`config.mk`:
```
export PLATFORM = sky130hd
export DESIGN_NAME = chip_bus_slave_requester
export DESIGN_NICKNAME = d
export VERILOG_FILES = /design/src/rtl/chip_bus_slave_requester.sv
export SDC_FILE = /design/constraint.sdc
export NUM_CORES = 1
export LEC_CHECK = 0
export CAP_MARGIN = 20
export CORE_MARGIN = 3
export CORE_UTILIZATION = 40
export CTS_CLUSTER_DIAMETER = 100
export CTS_CLUSTER_SIZE = 20
export DETAILED_ROUTE_END_ITERATION = 7
export PLACE_DENSITY = 0.75
export SYNTH_ARGS = -nofsm -noshare
export SYNTH_HDL_FRONTEND = slang
export SYNTH_SLANG_ARGS = --single-unit
```
`constraint.sdc`:
```
create_clock -name clock -period 2 [get_ports clock]
set_input_delay 0.2 -clock clock [delete_from_list [all_inputs] [get_ports clock]]
set_output_delay 0.2 -clock clock [all_outputs]
set_load 0.05 [all_outputs]
```
`src/rtl/chip_bus_slave_requester.sv`:
```
// ---------------------------------------------------------------------------
// chip_bus_slave_requester
//
// Purpose:
//   Slave-side requester for the chip_bus protocol. It takes one read/write
//   command at a time from a local client. It raises interrupt_request with
//   the command address and waits for grant from the bus master. It then
//   runs one DATA_W-bit data phase that completes on ready, and finally
//   returns a single-cycle response. A timeout on either wait produces an
//   error response. TIMEOUT = 0 disables the timeout.
//
// Ports:
//   clock, resetN          : clock (rising edge), synchronous active-low reset
//   cmd_valid/cmd_accept   : client command handshake
//   cmd_write/addr/wdata   : command fields, latched on acceptance
//   rsp_valid/rdata/error  : one-cycle response (rdata is 0 on write/error)
//   busy                   : engine is not idle
//   interrupt_request      : bus request, held while waiting for grant
//   address                : bus address, non-zero only while requesting
//   grant, ready           : master grant and data-phase completion
//   data_o/data_oe         : write data and its drive enable
//   data_i                 : read data, sampled when ready is seen
// ---------------------------------------------------------------------------
module chip_bus_slave_requester #(
    parameter int ADDR_W  = 32,
    parameter int DATA_W  = 64,
    parameter int TIMEOUT = 255
) (
    input  logic              clock,
    input  logic              resetN,
    input  logic              cmd_valid,
    output logic              cmd_accept,
    input  logic              cmd_write,
    input  logic [ADDR_W-1:0] cmd_addr,
    input  logic [DATA_W-1:0] cmd_wdata,
    output logic              rsp_valid,
    output logic [DATA_W-1:0] rsp_rdata,
    output logic              rsp_error,
    output logic              busy,
    output logic              interrupt_request,
    output logic [ADDR_W-1:0] address,
    input  logic              grant,
    input  logic              ready,
    output logic [DATA_W-1:0] data_o,
    output logic              data_oe,
    input  logic [DATA_W-1:0] data_i
);

    // A timer of at least one bit keeps the logic legal when TIMEOUT is 0.
    localparam int              TMR_W    = (TIMEOUT < 1) ? 1 : $clog2(TIMEOUT + 1);
    localparam bit              TMO_EN   = (TIMEOUT != 0);
    localparam logic [TMR_W-1:0] TMR_LAST = TMR_W'(TIMEOUT - 1);

    typedef enum logic [1:0] {
        IDLE = 2'd0,
        REQ  = 2'd1,
        DATA = 2'd2,
        RESP = 2'd3
    } state_t;

    state_t              r_state;
    logic [TMR_W-1:0]    r_timer;
    logic                r_write;
    logic [DATA_W-1:0]   r_wdata;
    logic                r_irq;
    logic [ADDR_W-1:0]   r_address;
    logic [DATA_W-1:0]   r_data_o;
    logic                r_data_oe;
    logic                r_rsp_valid;
    logic [DATA_W-1:0]   r_rsp_rdata;
    logic                r_rsp_error;

    logic                w_expired;
    logic                w_accept;

    // Handshake and status views of the FSM.
    assign w_accept   = (r_state == IDLE) && resetN;
    assign cmd_accept = w_accept;
    assign busy       = (r_state != IDLE);

    // The awaited signal gives up when the timer sits at TIMEOUT-1 and the
    // signal is still low. A high sample in that same cycle still wins.
    always_comb begin
        w_expired = 1'b0;
        if (TMO_EN && (r_timer == TMR_LAST)) begin
            w_expired = 1'b1;
        end else begin
            w_expired = 1'b0;
        end
    end

    // Main request/transfer/response FSM with all bus and response outputs registered.
    always_ff @(posedge clock) begin
        if (!resetN) begin
            r_state     <= IDLE;
            r_timer     <= '0;
            r_write     <= 1'b0;
            r_wdata     <= '0;
            r_irq       <= 1'b0;
            r_address   <= '0;
            r_data_o    <= '0;
            r_data_oe   <= 1'b0;
            r_rsp_valid <= 1'b0;
            r_rsp_rdata <= '0;
            r_rsp_error <= 1'b0;
        end else begin
            case (r_state)
                IDLE: begin
                    if (cmd_valid && w_accept) begin
                        r_write   <= cmd_write;
                        r_wdata   <= cmd_wdata;
                        r_address <= cmd_addr;
                        r_irq     <= 1'b1;
                        r_timer   <= '0;
                        r_state   <= REQ;
                    end
                end
                REQ: begin
                    // ready has no meaning before grant, so it is not looked at here.
                    if (grant) begin
                        r_irq     <= 1'b0;
                        r_address <= '0;
                        r_timer   <= '0;
                        r_state   <= DATA;
                        if (r_write) begin
                            r_data_oe <= 1'b1;
                            r_data_o  <= r_wdata;
                        end
                    end else if (w_expired) begin
                        // The bus was never granted, so the data wire stays undriven.
                        r_irq       <= 1'b0;
                        r_address   <= '0;
                        r_rsp_valid <= 1'b1;
                        r_rsp_error <= 1'b1;
                        r_rsp_rdata <= '0;
                        r_state     <= RESP;
                    end else begin
                        r_timer <= r_timer + TMR_W'(1);
                    end
                end
                DATA: begin
                    if (ready) begin
                        r_data_oe   <= 1'b0;
                        r_data_o    <= '0;
                        r_rsp_valid <= 1'b1;
                        r_rsp_error <= 1'b0;
                        r_rsp_rdata <= r_write ? '0 : data_i;
                        r_state     <= RESP;
                    end else if (w_expired) begin
                        r_data_oe   <= 1'b0;
                        r_data_o    <= '0;
                        r_rsp_valid <= 1'b1;
                        r_rsp_error <= 1'b1;
                        r_rsp_rdata <= '0;
                        r_state     <= RESP;
                    end else begin
                        r_timer <= r_timer + TMR_W'(1);
                    end
                end
                RESP: begin
                    // The response is fire-and-forget: one cycle, then back to idle.
                    r_rsp_valid <= 1'b0;
                    r_rsp_error <= 1'b0;
                    r_rsp_rdata <= '0;
                    r_state     <= IDLE;
                end
                default: begin
                    r_state     <= IDLE;
                    r_irq       <= 1'b0;
                    r_address   <= '0;
                    r_data_oe   <= 1'b0;
                    r_data_o    <= '0;
                    r_rsp_valid <= 1'b0;
                    r_rsp_error <= 1'b0;
                    r_rsp_rdata <= '0;
                end
            endcase
        end
    end

    assign interrupt_request = r_irq;
    assign address           = r_address;
    assign data_o            = r_data_o;
    assign data_oe           = r_data_oe;
    assign rsp_valid         = r_rsp_valid;
    assign rsp_rdata         = r_rsp_rdata;
    assign rsp_error         = r_rsp_error;

endmodule
```
# Word level (Yosys, flattened, before mapping)
# Index checks and enable logic that the tools add are counted.
# Widths: inputs -> output; s select.
# word_totals
register_bits	239
out_inout_bits	166
word_cells	77
# op_classes
n_addsub	1
n_eq_ne	11
muxes	41
n_reduce_logical	13
# ops
operator	count
$mux 64	8
$pmux 64 s3	1
$pmux 64 s2	1
$mux 32	3
$pmux 32 s2	1
$mux 8	4
$pmux 8 s3	1
$mux 1	13
$add 8x1->8 const B	1
$eq 8x8->1 const B	1
$mux 2	4
$ne 2x2->1 const B	4
$pmux 2 s4	1
$ne 3x3->1 const B	2
$pmux 1 s3	2
$reduce_and 3->1	2
$reduce_bool 2->1	3
$reduce_bool 3->1	2
$eq 2x2->1 const B	2
$pmux 1 s2	2
$reduce_and 2->1	2
$reduce_and 4->1	1
$eq 2x1->1 const B	1
$logic_and 1x1->1	2
2 further kinds	2

# Depth between registers and ports, before layout
# depth
depth_word	5
mapped_depth	10
mapped_depth_nobuf	6

# Worst setup path after synthesis
# No wires, ideal clock.
# synth_path
path_kind	flip-flop to flip-flop
from	register r_state[1]
to	register r_rsp_rdata[10] (netlist: rsp_rdata[10])
setup_time_ns	0.059
arrival_ns	2.089
t_required_ns	1.941
path_slack_ns	-0.148
path_stages_with_launch	8
path_buffers	1
period_less_slack_ns	2.148
path_cell_list	dfxtp_1 inv_1 ha_1 inv_1 nand2_4 nor4_4 buf_6 a22o_2
# synth_between
elab_chain_len	3
# synth_lines
element	line_no	text
start: declaration	61	state_t r_state;
start signal: assignment	95	r_state <= IDLE;
start signal: assignment	115	r_state <= REQ;
start signal: assignment	124	r_state <= DATA;
$eq 2x1->1 or $eq 2x2->1 (tied branches)	107	case (r_state)
$ne 2x2->1 (no line) or $reduce_bool 3->1 (tied branches)	-	
$reduce_and 2->1 (no line)	-	
end signal: assignment	147	r_rsp_rdata <= r_write ? '0 : data_i;
end: declaration	70	logic [DATA_W-1:0] r_rsp_rdata;
# Several ways; a longest one is shown, not always the timed one.
# A chain may end at the register's enable or synchronous reset.

# Worst setup path after layout
# layout_path
from	register r_state[0]
to	output cmd_accept
# layout_between
elab_chain_len	2
# layout_lines
element	line_no	text
$logic_not 2->1	77	assign w_accept = (r_state == IDLE) && resetN;
$logic_and 1x1->1	77	
end: declaration	32	output logic cmd_accept,
# Every way passes these cells.

==> impl_metrics.json <==
{
  "drc": 0,
  "grt_max_degree": 121,
  "start_util_pct": 41.16,
  "fin_skew_ns": 0.02160,
  "timing.slew.headroom_pct": 58.69,
  "cts_tree": "done",
  "syn_nets": 1004,
  "vias_per_cell": 5.212,
  "fp-row-count": 52,
  "drive_gt1_share_pct": 11.08,
  "path_max_fanout": 6,
  "worstHoldStart": "resetN",
  "p_sw_uw": 2437,
  "start_kind": "flip-flop",
  "nFillCells": 1773,
  "yosysWarnings": 0,
  "reg2regPathDepth": 8,
  "antenna_cells": 0,
  "worst_pin_slew_ns": 0.6178,
  "multiInputGateArea_um2": 3248,
  "p_comb_share_pct": 16.3,
  "final_antenna_net_count": 0,
  "drt_first_pass_iters": 4,
  "wirelength_met1_mm": 9.390,
  "gp_congestion": 0.8561,
  "die_area_um2": 22870,
  "grt_pass1_vias": 6881,
  "clockBufferDepth": 3,
  "vdd_drop_max_v": 0.0006708,
  "netlist_instances": 829,
  "layout_common_cells": "328 x clkdlybuf4s50_1, 237 x dfxtp_1, 172 x nand2_1, 102 x o21ai_0, 65 x a32o_1",
  "regToRegSetupSlack_ns": 0.09,
  "ys_seq_area_share_pct": 56.72,
  "p_seq_share_pct": 53.6,
  "top_layer_used": "met4",
  "avgSynthCellArea_um2": 10.18,
  "p_int_uw": 7015,
  "core_area_um2": 20490,
  "overflow": 0,
  "cts_sinks": 239,
  "finalWirelength_mm": 24.31,
  "areaGrowthSynthToFinish_pct": 48.38,
  "period_share_pct": 95.59,
  "wl_met3_mm": 2.518,
  "final_common_cell": "clkdlybuf4s50_1",
  "cp.required_ns": 1.80,
  "min_delay_worst_endpoint": "r_state[0]",
  "r2r-start": "r_timer[0]",
  "min_path_type": "input port to flip-flop",
  "drt-initial-drc-count": 409,
  "setup-violations-final": 0,
  "post-route-min-period_ns": 1.912,
  "swShare_pct": 25.78,
  "routedWlPerCell_um": 17.28,
  "async_flop_share_pct": 0,
  "leakagePower_uw": 0.004457,
  "crit_type": "flip-flop to primary output",
  "rsz0062_at_grt": "yes",
  "numPortBuffers": 331,
  "layout.cells.non_filler": 1407,
  "postPlaceCellArea_um2": 12040,
  "slew_viol_final": 0,
  "synth-main-ff-cell": "dfxtp_1",
  "finalHoldViolations": 0,
  "dpl.hpwl_mm": 17.01,
  "worstPathArrival_ns": 1.71,
  "synth_cell_types": 47,
  "outcome": "complete, no violations",
  "num_io_pins": 332,
  "ctsHoldBuffers": 0,
  "synth_area_um2": 8436,
  "fp.dieW_um": 151.2,
  "hold_depth": 3,
  "fp.dieH_um": 151.2,
  "wl_met2_mm": 11.81,
  "stdcell_area_um2": 12520,
  "grt_pass1_wl_mm": 36.41,
  "dp_cells": 1386,
  "numCtsBuffers": 15,
  "gr-usage-all-layers_pct": 19.65,
  "nets": 1313,
  "p_clk_share_pct": 30.1,
  "powerDensity_nw_per_um2": 755.1,
  "max_cap_violations": 0,
  "regArea_um2": 4787,
  "r2r-end": "rsp_rdata[3]",
  "cts_root_buffer": "clkbuf_16",
  "synth_edf_count": 0,
  "end_kind": "primary output",
  "vias": 7333,
  "cts_max_level": 1,
  "synth_seq_cells": 239,
  "clkTransAtPathRegs_ns": 0.09,
  "clock_latency_ns": 0.47,
  "fmax_ghz": 0.5230,
  "antenna_found_initial": 0
}
## Yosys cell counts, types with 2 or more instances
library cell | instances | area (um2)
a21oi_1 | 41 | 205.2
nand3_1 | 3 | 15.01
nand2b_1 | 3 | 18.77
a32o_1 | 65 | 650.6
nand2_1 | 172 | 645.6
buf_4 | 4 | 30.03
buf_6 | 19 | 214.0
buf_2 | 8 | 40.04
inv_1 | 5 | 18.77
buf_1 | 4 | 15.01
o21a_1 | 2 | 15.01
o21ai_0 | 103 | 515.5
a211oi_1 | 3 | 22.52
o41ai_1 | 2 | 17.52
a22o_2 | 51 | 510.5
ha_1 | 9 | 112.6
and3_1 | 3 | 18.77
nor2_1 | 7 | 26.28
a31oi_1 | 3 | 18.77
a22o_1 | 13 | 113.9
dfxtp_1 | 239 | 4785
clkbuf_1 | 35 | 131.4
o211ai_1 | 2 | 15.01
o21ai_1 | 4 | 20.02
a41oi_1 | 2 | 17.52
a311oi_1 | 2 | 17.52
nor3_1 | 5 | 25.02
## cells by family after synthesis
kind of cell | share of synthesized area, %
AND/OR/NAND/NOR | 10.01
AO/OA/AOI/OAI | 26.51
buffers and inverters | 5.429
flip-flops | 56.72
adder cells (fa/ha/maj) | 1.335
## per-layer routing
layer	up-vias	GRT usage [%]
met5	-	0
met4	0	4.805
met3	34	7.660
met2	249	33.74
met1	3451	23.04
li1	3599	-
## cell type report
class	count	share of cell area (%)
Clock buffer	16	3.029
Inverter	6	0.2099
Multi-Input combinational cell	513	25.95
Sequential cell	239	38.24
Tap cell	270	2.699
Timing Repair Buffer	363	29.87
## state kept, by name, summed over array words and instances, names as in the netlist
register,count
interrupt_request,1
r_timer,8
r_wdata,64
data_oe,1
address,32
data_o,64
r_write,1
rsp_rdata,64
r_state,2
rsp_error,1
rsp_valid,1
## through the flow
step | hold WS (ns) | TNS (ns) | total power (uW) | worst slack [ns] | utilization [%]
floorplan | 0.3086 | -0.1264 | 5960 | -0.1075 | -
global placement | 0.4443 | 0 | 6649 | 0.08403 | 58.76
detailed placement | 0.4494 | 0 | 6672 | 0.002435 | 58.76
CTS | 0.08872 | 0 | 9539 | 0.006376 | 60.71
global route | 0.1107 | -0.1104 | 9876 | -0.01420 | 61.07
finish | 0.1071 | 0 | 9452 | 0.08811 | 61.07
## power by group through the flow
stage | sequential (uW) | combinational [uW] | clock [uW]
6_report | 5070 | 1540 | 2840
5_1_grt | 5090 | 1670 | 3110
4_1_cts | 5070 | 1520 | 2950
3_5_place_dp | 5180 | 1490 | 0
3_3_place_gp | 5170 | 1480 | 0
2_1_floorplan | 5360 | 596 | 0
## what timing repair did
item	CTS	global route
setup buffers	1	3
gates cloned	0	1
endpoints found under the setup margin	36	131
pin swaps	0	3
gates resized for setup	4	7
## how the worst max path moves through the flow
stage / start / to / cells past startpoint
global route: r_state[1] / rsp_rdata[15] / 8
detailed placement: r_state[0] / r_state[1] / 5
finish: r_state[0] / cmd_accept / 6
CTS: r_state[0] / cmd_accept / 6
floorplan: r_state[0] / cmd_accept / 4
global placement: r_state[1] / r_state[1] / 5
## critical path, stage by stage, from the launching register on
cell,delay (ns)
dfxtp_2,0.35
inv_2,0.11
ha_4,0.20
clkinvlp_4,0.10
buf_4,0.16
nor2_2,0.15
buf_12,0.15
Note: power is estimated with default switching activity, not from simulation.
